==> src/rtl/mem_bus_arbiter.sv <==
// rtl/mem_bus_arbiter.sv - round-robin arbiter and four-phase sequencer for the shared memory bus
//
// Shares the AS_N/WR_N/ACK_N memory bus between a pixel-read requester and a
// result-write requester. Runs IDLE -> ADDR -> WAIT_ACK -> TERM for the granted
// side, stalls the core (stop_n low) while waiting for acknowledge, and aborts
// a cycle that has not been acknowledged after TIMEOUT wait cycles.
//
// Ports:
//   clk, reset            clock, synchronous active-high reset
//   rd_req/rd_addr        read request (level) and address, sampled on grant
//   rd_gnt/rd_done        read side owns bus / one-cycle completion pulse
//   rd_data               last captured read data
//   wr_req/wr_addr/wr_data write request (level), address and data, sampled on grant
//   wr_gnt/wr_done        write side owns bus / one-cycle completion pulse
//   bus_addr/bus_dout     registered bus address and write data
//   bus_din               read data from memory
//   AS_N, WR_N            active-low address and write strobes
//   ACK_N                 active-low memory acknowledge
//   stop_n                core stall, low while waiting for acknowledge
//   timeout_err           one-cycle pulse in TERM of an aborted cycle
//   busy                  sequencer not idle
module mem_bus_arbiter #(
    parameter int ADDR_W  = 10,
    parameter int DATA_W  = 32,
    parameter int TIMEOUT = 15
) (
    input  logic              clk,
    input  logic              reset,
    input  logic              rd_req,
    input  logic [ADDR_W-1:0] rd_addr,
    output logic              rd_gnt,
    output logic              rd_done,
    output logic [DATA_W-1:0] rd_data,
    input  logic              wr_req,
    input  logic [ADDR_W-1:0] wr_addr,
    input  logic [DATA_W-1:0] wr_data,
    output logic              wr_gnt,
    output logic              wr_done,
    output logic [ADDR_W-1:0] bus_addr,
    output logic [DATA_W-1:0] bus_dout,
    input  logic [DATA_W-1:0] bus_din,
    output logic              AS_N,
    output logic              WR_N,
    input  logic              ACK_N,
    output logic              stop_n,
    output logic              timeout_err,
    output logic              busy
);

    localparam int CNT_W = $clog2(TIMEOUT + 1);
    localparam logic [CNT_W-1:0] CNT_LAST = CNT_W'(TIMEOUT - 1);

    typedef enum logic [1:0] {
        ST_IDLE     = 2'd0,
        ST_ADDR     = 2'd1,
        ST_WAIT_ACK = 2'd2,
        ST_TERM     = 2'd3
    } state_t;

    state_t            state_q, state_d;
    logic              owner_wr_q, owner_wr_d;   // 1: current cycle belongs to the writer
    logic              last_wr_q, last_wr_d;     // 1: most recent grant went to the writer
    logic              abort_q, abort_d;
    logic [CNT_W-1:0]  cnt_q, cnt_d;
    logic [ADDR_W-1:0] bus_addr_q, bus_addr_d;
    logic [DATA_W-1:0] bus_dout_q, bus_dout_d;
    logic [DATA_W-1:0] rd_data_q, rd_data_d;
    logic              grant_wr;

    always_ff @(posedge clk) begin
        if (reset) begin
            state_q    <= ST_IDLE;
            owner_wr_q <= 1'b0;
            last_wr_q  <= 1'b1;              // read wins the first tie after reset
            abort_q    <= 1'b0;
            cnt_q      <= '0;
            bus_addr_q <= '0;
            bus_dout_q <= '0;
            rd_data_q  <= '0;
        end else begin
            state_q    <= state_d;
            owner_wr_q <= owner_wr_d;
            last_wr_q  <= last_wr_d;
            abort_q    <= abort_d;
            cnt_q      <= cnt_d;
            bus_addr_q <= bus_addr_d;
            bus_dout_q <= bus_dout_d;
            rd_data_q  <= rd_data_d;
        end
    end

    always_comb begin
        state_d    = state_q;
        owner_wr_d = owner_wr_q;
        last_wr_d  = last_wr_q;
        abort_d    = abort_q;
        cnt_d      = cnt_q;
        bus_addr_d = bus_addr_q;
        bus_dout_d = bus_dout_q;
        rd_data_d  = rd_data_q;
        // On a tie the side that did not win last time gets the bus.
        grant_wr   = (rd_req && wr_req) ? ~last_wr_q : wr_req;

        case (state_q)
            ST_IDLE: begin
                if (rd_req || wr_req) begin
                    owner_wr_d = grant_wr;
                    last_wr_d  = grant_wr;
                    bus_addr_d = grant_wr ? wr_addr : rd_addr;
                    if (grant_wr) begin
                        bus_dout_d = wr_data;
                    end
                    state_d = ST_ADDR;
                end
            end
            ST_ADDR: begin
                cnt_d   = '0;
                abort_d = 1'b0;
                state_d = ST_WAIT_ACK;
            end
            ST_WAIT_ACK: begin
                // Acknowledge takes priority over a timeout in the same cycle.
                if (!ACK_N) begin
                    if (!owner_wr_q) begin
                        rd_data_d = bus_din;
                    end
                    state_d = ST_TERM;
                end else if (cnt_q == CNT_LAST) begin
                    abort_d = 1'b1;
                    state_d = ST_TERM;
                end else begin
                    cnt_d = cnt_q + CNT_W'(1);
                end
            end
            ST_TERM: begin
                state_d = ST_IDLE;
            end
            default: begin
                state_d = ST_IDLE;
            end
        endcase
    end

    // Outputs decode registered state only.
    assign busy        = (state_q != ST_IDLE);
    assign AS_N        = ~((state_q == ST_ADDR) || (state_q == ST_WAIT_ACK));
    assign WR_N        = ~(((state_q == ST_ADDR) || (state_q == ST_WAIT_ACK)) && owner_wr_q);
    assign stop_n      = ~(state_q == ST_WAIT_ACK);
    assign rd_gnt      = busy && !owner_wr_q;
    assign wr_gnt      = busy && owner_wr_q;
    assign rd_done     = (state_q == ST_TERM) && !owner_wr_q;
    assign wr_done     = (state_q == ST_TERM) && owner_wr_q;
    assign timeout_err = (state_q == ST_TERM) && abort_q;
    assign bus_addr    = bus_addr_q;
    assign bus_dout    = bus_dout_q;
    assign rd_data     = rd_data_q;

endmodule

==> config.mk <==
export PLATFORM = sky130hd
export DESIGN_NAME = mem_bus_arbiter
export DESIGN_NICKNAME = d
export VERILOG_FILES = /design/src/rtl/mem_bus_arbiter.sv
export SDC_FILE = /design/constraint.sdc
export NUM_CORES = 1
export LEC_CHECK = 0
export ABC_CLOCK_PERIOD_IN_PS = 1600
export BUFFER_PORTS_ARGS = -buffer_cell sky130_fd_sc_hd__buf_4
export CORE_MARGIN = 3
export CORE_UTILIZATION = 42
export CTS_BUF_LIST = sky130_fd_sc_hd__clkbuf_4 sky130_fd_sc_hd__clkbuf_8
export DETAILED_ROUTE_END_ITERATION = 6
export GPL_TIMING_DRIVEN = 0
export PLACE_DENSITY = 0.86
export SYNTH_ARGS = -nofsm -noshare
export SYNTH_HDL_FRONTEND = slang
export SYNTH_SLANG_ARGS = --single-unit
==> constraint.sdc <==
create_clock -name clk -period 1.6 [get_ports clk]
set_input_delay 0.16 -clock clk [delete_from_list [all_inputs] [get_ports clk]]
set_output_delay 0.16 -clock clk [all_outputs]
set_load 0.02 [all_outputs]
==> results of run 1 <==
==> metal layers <==
metal,share of wire [%],track usage [%]
met5,0,0
met2,49,38.9
met1,39,26.1
met4,1.6,9.13
met3,9.9,7.73
==> flip-flops by register name, indices dropped and copies added (netlist names) <==
signal,cells
cnt_q,4
owner_wr_q,1
abort_q,1
bus_addr,10
rd_data,32
last_wr_q,1
bus_dout,32
state_q,2
==> cell usage in the layout (no fill, tap or decap), types with 4 or more instances in the layout <==
| master | synthesis | layout |
|---|---|---|
| buf_4 | 2 | 176 |
| nand2_1 | 89 | 87 |
| dfxtp_1 | 83 | 80 |
| a21oi_1 | 68 | 67 |
| o21ai_0 | 34 | 34 |
| nand3_1 | 33 | 33 |
| clkbuf_1 | 18 | 15 |
| clkbuf_8 | 0 | 11 |
| nor2_1 | 12 | 11 |
| a311oi_1 | 10 | 10 |
| buf_2 | 10 | 7 |
| buf_6 | 3 | 6 |
| ha_1 | 6 | 4 |
==> power breakdown <==
part	switching [mW]	internal, mW
clock	0.733	1.09
combinational	1.64	1.24
sequential	0.238	2.43
==> worst max-delay path, cell delays in order, from the launching register on <==
cell and delay [ns]:
dfxtp_2 0.35, inv_4 0.05, ha_4 0.17, buf_6 0.13
buf_8 0.13, nor2_4 0.09, buf_6 0.12
==> cell families after synthesis <==
family	count (synthesis)
and+or+nand+nor	152
AOI/OAI and AO/OA	121
DFF	83
buffers and inverters	40
adders and majority gates	6
muxes	1
==> worst paths after layout <==
| kind | slack [ns] | end | start | depth (start not counted) |
|---|---|---|---|---|
| min | 0.06 | rd_data[24] | bus_din[24] | 3 |
| max reg2reg | 0.05 | rd_data[31] | state_q[1] | 7 |
| min reg2reg | 0.46 | rd_data[29] | rd_data[29] | 2 |
| max | 0.04 | rd_gnt | state_q[0] | 6 |
==> area by class of cell <==
cell class              instances  area (µm²)  share of cell area [%]
well taps                      99         124                    2.43
repair buffers                176        1330                    26.1
plain buffers                  33         208                    4.08
clock inverters                 4        98.8                    1.94
inverters                       6        27.5                   0.541
clock buffers                  11         145                    2.85
flip-flops and latches         83        1670                    32.8
multi-input cells             280        1490                    29.2
==> what timing repair did <==
action / CTS / global route
gates resized for setup: 19 / 20
endpoints found under the hold margin: 0 / 0
pin swaps: 1 / 1
setup buffers: 4 / 1
endpoints found under the setup margin: 63 / 46
==> results.txt, run 1 <==
Initial Util: 44.4%
count leader, synth: nand2_1
Netlist cell types: 35
MaxCap Viol Count: 0
fraction of registers with async set/reset: 0%
Clock Path Buffers: 2
Synth top area share: 50.5%
setup violators final: 0
IO Pins: 172
Worst VDD drop: 0.689 mV
# rows: 31
DIE WIDTH: 94.5 µm
Core Area: 7410 µm²
setup TNS: 0 ns
die height: 94.5 µm
sequential area share after synthesis: 50.5%
Inserted Diodes: 0
ys flop type: dfxtp_1
cell taking the most area after synthesis: dfxtp_1
CTS tree: yes
post-synthesis simple-gate area fraction: 20.4%
hold_ws: 0.0575 ns
Compound-Gate Fraction of Synth Area: 20.7%
Cells after Synth: 403
Routed Antenna Nets: 0
Worst setup SP type: flop
total CTS buffers: 9
Area Growth Syn to Fin: 54.6%
hold-fix buffer count after cts: 0
GR Overflow Total: 0
number of synthesized register bits: 83
vias after detailed routing: 3,564
die area: 8940 µm²
crit path max fanout: 10
layout net count: 684
WL/cell: 15.1 µm
largest net degree at the start of global routing: 14
fmax: 641 MHz
XOR/XNOR share of the synthesized area: 0%
Pwr Total: 7.37 mW
Mapped Area: 3290 µm²
Synthesis Warnings: 0
Final period util: 97.4%
RSZ-0062 raised after global routing: true
EDFF count, synth: 0
final std cell area, no fill: 5090 µm²
CP Class: reg2out
Num Clock Sinks: 83
Post-Syn Nets: 498
final core occ: 68.7%
Post-DP Area: 4700 µm²
initial DRC count: 119
top post-synthesis cells by area: dfxtp_1, a21oi_1, nand2_1, o21ai_0, nand3_1
worst clock skew: 0.00624 ns
vias per cell: 5.15
P_leak: 2.19 nW
Worst Tran Pin Value: 0.564 ns
Skew-Pair Late Insertion Delay: 0.34 ns
placed cell count: 673
final worst slack: 0.0411 ns
CP Data Arrival Time: 1.40 ns
max-slew violations: 0
largest family of logic cells by synthesized area: compound AO/OA/AOI/OAI gates
Total GRT Usage: 22.8%
pre-CTS WS: -0.138 ns
HPWL after DPL: 7760 µm
Worst Hold Class: in2reg
Non-Filler Instances: 692
PortBufs: 171
Root Driver: clkbuf_8
Final Critical Period: 1.56 ns
PD cells: 1450 nW/µm²
Worst-path clk slew: 0.08 ns
fill count: 594
RePlAce Congestion: 0.801
first-pass GRT wire length: 16,100 µm
status: finished clean
initial antenna violation count: 0
Slew headroom: 62.4%
WL final: 10,500 µm
Synth Area in Adders: 2.28%
Crit path required time: 1.44 ns
final hold viol count: 0
DRC viols: 0
CTS H-tree depth: 3
Setup crit end kind: primary output
drt first pass iters: 4
layout cell share with drive strength beyond 1: 37.9%
vias in the first global route: 3,446
syn avg cell area: 8.17 µm²
post-synthesis mux area share: 0.304%
most frequent cells after synthesis: nand2_1, dfxtp_1, a21oi_1
No activity file was read; power rests on OpenSTA's default activity.
==> inputs of run 2 (changes only) <==
==> config.mk (replaced) <==
export PLATFORM = sky130hd
export DESIGN_NAME = mem_bus_arbiter
export DESIGN_NICKNAME = d
export VERILOG_FILES = /design/src/rtl/mem_bus_arbiter.sv
export SDC_FILE = /design/constraint.sdc
export NUM_CORES = 1
export LEC_CHECK = 0
export ABC_CLOCK_PERIOD_IN_PS = 1800
export BUFFER_PORTS_ARGS = -buffer_cell sky130_fd_sc_hd__buf_4
export CORE_MARGIN = 3
export CORE_UTILIZATION = 50
export CTS_BUF_LIST = sky130_fd_sc_hd__clkbuf_4 sky130_fd_sc_hd__clkbuf_8
export DETAILED_ROUTE_END_ITERATION = 6
export GPL_TIMING_DRIVEN = 0
export PLACE_DENSITY = 0.95
export SYNTH_ARGS = -nofsm -noshare
export SYNTH_HDL_FRONTEND = slang
export SYNTH_SLANG_ARGS = --single-unit
==> constraint.sdc (replaced) <==
create_clock -name clk -period 1.8 [get_ports clk]
set_input_delay 0.18 -clock clk [delete_from_list [all_inputs] [get_ports clk]]
set_output_delay 0.18 -clock clk [all_outputs]
set_load 0.02 [all_outputs]
==> run 2 against run 1 <==
- die area is 15% lower
- clock power is 12% lower
- combinational power is 18% lower
- global-route usage is 3.9 points higher
- first-iteration DRC count is 47% higher
- cell count is 3.8% lower
- critical path type unchanged
- critical endpoint unchanged
- largest cell class unchanged
==> results.txt, run 2 (same netlist as run 1, synthesis figures left out) <==
die height: 87.1 µm
Total GRT Usage: 26.7%
worst path cell trace: inv_1 > ha_2 > buf_4 > buf_6 > nor2_1 > buf_4
Hold Path End: rd_data[30]
layout cell share with drive strength beyond 1: 36.0%
Final period util: 97.1%
setup violators final: 0
Inserted Diodes: 0
Routed Antenna Nets: 0
pre-CTS WS: 0.127 ns
Num Clock Sinks: 83
CP Data Arrival Time: 1.57 ns
fill count: 394
RSZ-0062 raised after global routing: false
first-pass GRT wire length: 16,200 µm
crit path max-delay cell type: dfxtp_2
P_leak: 2.15 nW
drt first pass iters: 5
DIE WIDTH: 87.1 µm
CTS tree: yes
Setup crit end kind: primary output
Worst setup SP type: flop
WL/cell: 15.5 µm
final hold viol count: 0
Clock Path Buffers: 2
Register-to-Register Setup Slack: 0.13 ns
Worst-path clk slew: 0.08 ns
vias in the first global route: 3,533
Initial Util: 53.7%
Final Critical Period: 1.75 ns
vias after detailed routing: 3,607
CP Class: reg2out
R2R depth: 6
max-slew violations: 0
worst r2r src: state_q[0]
final std cell area, no fill: 4940 µm²
GR Overflow Total: 0
Root Driver: clkbuf_8
DRC viols: 0
worst hold stages: 3
layout net count: 681
die area: 7590 µm²
initial DRC count: 175
Worst VDD drop: 0.844 mV
crit path max fanout: 10
hold-fix buffer count after cts: 0
total CTS buffers: 9
Comb power frac: 37.4%
Worst R2R End: bus_addr[4]
Skew-Pair Late Insertion Delay: 0.34 ns
status: finished clean
final worst slack: 0.0523 ns
most frequent cells in the layout: buf_4, nand2_1, dfxtp_1
Crit path required time: 1.62 ns
CTS H-tree depth: 3
Slew headroom: 61.5%
Area Growth Syn to Fin: 50.2%
HPWL after DPL: 7710 µm
Internal Power: 4.08 mW
worst clock skew: 0.00920 ns
IO Pins: 172
Worst path max stage delay: 0.35 ns
Post-DP Area: 4670 µm²
fmax: 572 MHz
PD cells: 1280 nW/µm²
cell repeated most along the worst path: buf_4
leading cell type in the layout, fill and taps excluded: buf_4
Reg power frac: 37.1%
setup TNS: 0 ns
MaxCap Viol Count: 0
vias per cell: 5.42
Worst Tran Pin Value: 0.578 ns
Psw: 2.25 mW
# rows: 28
Clock power frac: 25.5%
WL final: 10,300 µm
largest net degree at the start of global routing: 14
hold_sp: bus_din[30]
RePlAce Congestion: 0.807
PortBufs: 171
Switching Fraction: 35.5%
Core Area: 6130 µm²
Worst Hold Class: in2reg
initial antenna violation count: 0
-- run 2: cell types whose count changed in the layout (fill, tap and decap cells not counted), moves of 2 or more --
cell,delta
inv_4,-2
buf_8,-2
buf_2,+2
dfxtp_4,-2
ha_4,-2
nand2_2,-2
ha_2,+2
clkinv_2,+2
nand2_1,+2
inv_1,+2
buf_6,-2
clkbuf_1,+2
-- run 2: repair_timing --
action,in CTS,in global routing
gates resized for setup,7,4
cloned,0,0
setup buffers,0,1
endpoints found under the setup margin,2,5
-- run 2: how the worst max path moves through the flow --
stage,start,endpoint,slack [ns],depth (start not counted)
after floorplan,state_q[0],rd_data[0],0.31,7
after global placement,state_q[0],bus_addr[5],0.16,6
after detailed placement,state_q[0],bus_addr[2],0.13,6
after CTS,state_q[0],busy,0.002,5
after global routing,state_q[0],rd_gnt,0.002,6
final,state_q[0],rd_gnt,0.05,6
-- run 2: final cells by class --
type                    instances  area, µm²  area share [%]
well taps                      75       93.8            1.90
clock buffers                  11        145            2.94
clock inverters                 5        100            2.02
multi-input cells             280       1440            29.2
flip-flops and latches         83       1660            33.7
repair buffers                172       1290            26.1
inverters                       6       22.5           0.456
plain buffers                  34        184            3.72
-- run 2: per-layer routing --
layer  share of wire [%]  up-vias  GRT usage (%)  wire length (µm)
met1                  38     1670           30.6              3930
li1                    -     1748              -                 -
met3                  10       20           8.14              1080
met5                   0        -              0                 0
met2                  50      169           46.7              5110
met4                 1.6        0           9.48               168
-- run 2: critical path: cells and delay by family, from the launching register on --
| kind | cells | cell delay [ns] |
|---|---|---|
| buffers and inverters | 4 | 0.57 |
| DFF | 1 | 0.35 |
| adders and majority gates | 1 | 0.21 |
| and+or+nand+nor | 1 | 0.11 |
-- run 2: per-stage QoR --
step	cells	hold slack, ns	utilization, %	total power, mW
6_report	666	0.0808	80.6	6.33
5_1_grt	666	0.0685	80.6	6.66
4_1_cts	665	0.0686	80.4	6.31
3_5_place_dp	649	0.439	76.2	4.68
3_3_place_gp	649	0.428	76.2	4.60
2_1_floorplan	403	0.316	-	3.68
-- run 2: power groups by stage --
stage                     clock network (mW)  logic, mW  registers [mW]
final                                   1.61       2.37            2.35
after global routing                    1.71       2.57            2.38
after floorplan                            0      0.977            2.70
after CTS                               1.63       2.34            2.35
after detailed placement                   0       2.30            2.38
after global placement                     0       2.24            2.36
==> inputs of run 3 (changes only) <==
==> config.mk (replaced) <==
export PLATFORM = sky130hd
export DESIGN_NAME = mem_bus_arbiter
export DESIGN_NICKNAME = d
export VERILOG_FILES = /design/src/rtl/mem_bus_arbiter.sv
export SDC_FILE = /design/constraint.sdc
export NUM_CORES = 1
export LEC_CHECK = 0
export ABC_CLOCK_PERIOD_IN_PS = 1700
export BUFFER_PORTS_ARGS = -buffer_cell sky130_fd_sc_hd__buf_4
export CORE_MARGIN = 3
export CORE_UTILIZATION = 47
export CTS_BUF_LIST = sky130_fd_sc_hd__clkbuf_4 sky130_fd_sc_hd__clkbuf_8
export DETAILED_ROUTE_END_ITERATION = 6
export GPL_TIMING_DRIVEN = 0
export PLACE_DENSITY = 0.91
export SYNTH_ARGS = -nofsm -noshare
export SYNTH_HDL_FRONTEND = slang
export SYNTH_SLANG_ARGS = --single-unit
==> constraint.sdc (replaced) <==
create_clock -name clk -period 1.7 [get_ports clk]
set_input_delay 0.17 -clock clk [delete_from_list [all_inputs] [get_ports clk]]
set_output_delay 0.17 -clock clk [all_outputs]
set_load 0.02 [all_outputs]
==> run 3 against run 2 <==
- clock skew decreased by 0.0030 ns
- cell count increased by 2.4%
- largest power group unchanged
- power increased by 1.6%
- wire length increased by 0.51%
- critical path type unchanged
==> results.txt, run 3 (same netlist as run 1, synthesis figures left out) <==
status: finished clean
R2R depth: 6
CP Data Arrival Time: 1.46 ns
Initial Util: 50.1%
Post-DP Area: 4690 µm²
first-pass GRT wire length: 15,800 µm
final core occ: 75.2%
vias per cell: 5.25
Worst path max stage delay: 0.38 ns
PortBufs: 171
Clock power frac: 21.4%
PD cells: 1300 nW/µm²
WL/cell: 15.2 µm
pre-CTS WS: -0.0205 ns
fmax: 612 MHz
crit path max fanout: 10
Hold Path End: rd_data[14]
Slew headroom: 65.9%
total CTS buffers: 9
die area: 8040 µm²
drt first pass iters: 4
DIE WIDTH: 89.7 µm
GR Util met2: 42.9%
most frequent cells in the layout: buf_4, nand2_1, dfxtp_1
setup TNS: 0 ns
Total GRT Usage: 25.1%
Worst R2R End: cnt_q[0]
P_leak: 2.13 nW
Worst Tran Pin Value: 0.511 ns
layout net count: 680
Core Area: 6570 µm²
Area Growth Syn to Fin: 49.9%
HPWL after DPL: 7890 µm
initial antenna violation count: 0
Reg power frac: 38.9%
final std cell area, no fill: 4940 µm²
Comb power frac: 39.7%
GRT met3 Usage: 10.2%
die height: 89.7 µm
Switching Fraction: 37.0%
crit path max-delay cell type: dfxtp_4
Inserted Diodes: 0
worst r2r src: cnt_q[0]
IO Pins: 172
Psw: 2.38 mW
CTS H-tree depth: 3
Num Clock Sinks: 83
layout cell share with drive strength beyond 1: 36.3%
busiest metal layer after global routing: met2
worst path cell trace: inv_2 > ha_4 > buf_6 > buf_6 > nor2_1 > buf_4
vias in the first global route: 3,475
RePlAce Congestion: 0.809
max-slew violations: 0
setup violators final: 0
worst hold stages: 3
Register-to-Register Setup Slack: 0.10 ns
Crit path required time: 1.53 ns
MaxCap Viol Count: 0
Worst Hold Class: in2reg
WL final: 10,300 µm
hold_sp: bus_din[14]
Worst-path clk slew: 0.08 ns
Final period util: 96.1%
leading cell type in the layout, fill and taps excluded: buf_4
Internal Power: 4.05 mW
worst clock skew: 0.00621 ns
final worst slack: 0.0657 ns
final hold viol count: 0
Pwr Total: 6.43 mW
placed cell count: 667
initial DRC count: 121
Clock Path Buffers: 2
CP Class: reg2out
Non-Filler Instances: 682
GR Overflow Total: 0
hold_ws: 0.0648 ns
Worst VDD drop: 0.973 mV
Setup crit end kind: primary output
Final Critical Period: 1.63 ns
vias after detailed routing: 3,582
largest net degree at the start of global routing: 13
Root Driver: clkbuf_8
DRC viols: 0
kind of cell adding the most delay to the critical path: buffers and inverters
RSZ-0062 raised after global routing: false
# rows: 29
CTS tree: yes
cell repeated most along the worst path: buf_6
Skew-Pair Late Insertion Delay: 0.35 ns
Worst setup SP type: flop
Routed Antenna Nets: 0
CP Buf/Inv Count: 4
met1 usage in global routing: 28.3%
-- run 3: cell types whose count changed in the layout (fill, tap and decap cells not counted), sizes merged --
cell    delta
bufinv     -2
clkbuf     +2
buf        -2
-- run 3: worst min-delay path, delay by kind of cell --
| kind | cells | cell delay (ns) |
|---|---|---|
| AO/OA/AOI/OAI | 1 | 0.05 |
| AND/OR/NAND/NOR | 1 | 0.05 |
| buffers and inverters | 1 | 0.11 |
-- run 3: metal layers --
layer / up-vias / part of all wire [%]
met5: - / 0
met4: 0 / 1.9
met3: 19 / 11
met2: 150 / 50
met1: 1666 / 38
li1: 1747 / -
-- run 3: repair_timing --
item,CTS,global route
gates resized for setup,12,9
endpoints found under the setup margin,9,44
hold buffers,0,0
buffers inserted,0,0
pin swaps,0,1
-- run 3: layout make-up --
type / instances / area, µm²
plain buffers: 34 / 191
clock buffers: 12 / 146
clock inverters: 3 / 40.0
fillers: 504 / 1630
inverters: 6 / 22.5
multi-input cells: 280 / 1470
flip-flops and latches: 83 / 1670
well taps: 93 / 116
repair buffers: 171 / 1280
-- run 3: worst max-delay path by stage --
stage / cells after the start / to / slack, ns / startpoint
floorplan: 7 / rd_data[0] / 0.21 / state_q[0]
global placement: 6 / bus_addr[0] / 0.06 / state_q[0]
detailed placement: 6 / bus_addr[5] / -0.02 / state_q[0]
CTS: 6 / rd_gnt / 0.02 / state_q[0]
global route: 6 / rd_gnt / 0.002 / state_q[1]
finish: 6 / rd_gnt / 0.07 / state_q[1]
-- run 3: power by group through the flow --
stage | clock [mW] | combinational, mW | sequential [mW]
6_report | 1.38 | 2.55 | 2.50
5_1_grt | 1.48 | 2.77 | 2.54
4_1_cts | 1.40 | 2.50 | 2.50
3_5_place_dp | 0 | 2.43 | 2.53
3_3_place_gp | 0 | 2.37 | 2.51
2_1_floorplan | 0 | 1.03 | 2.86
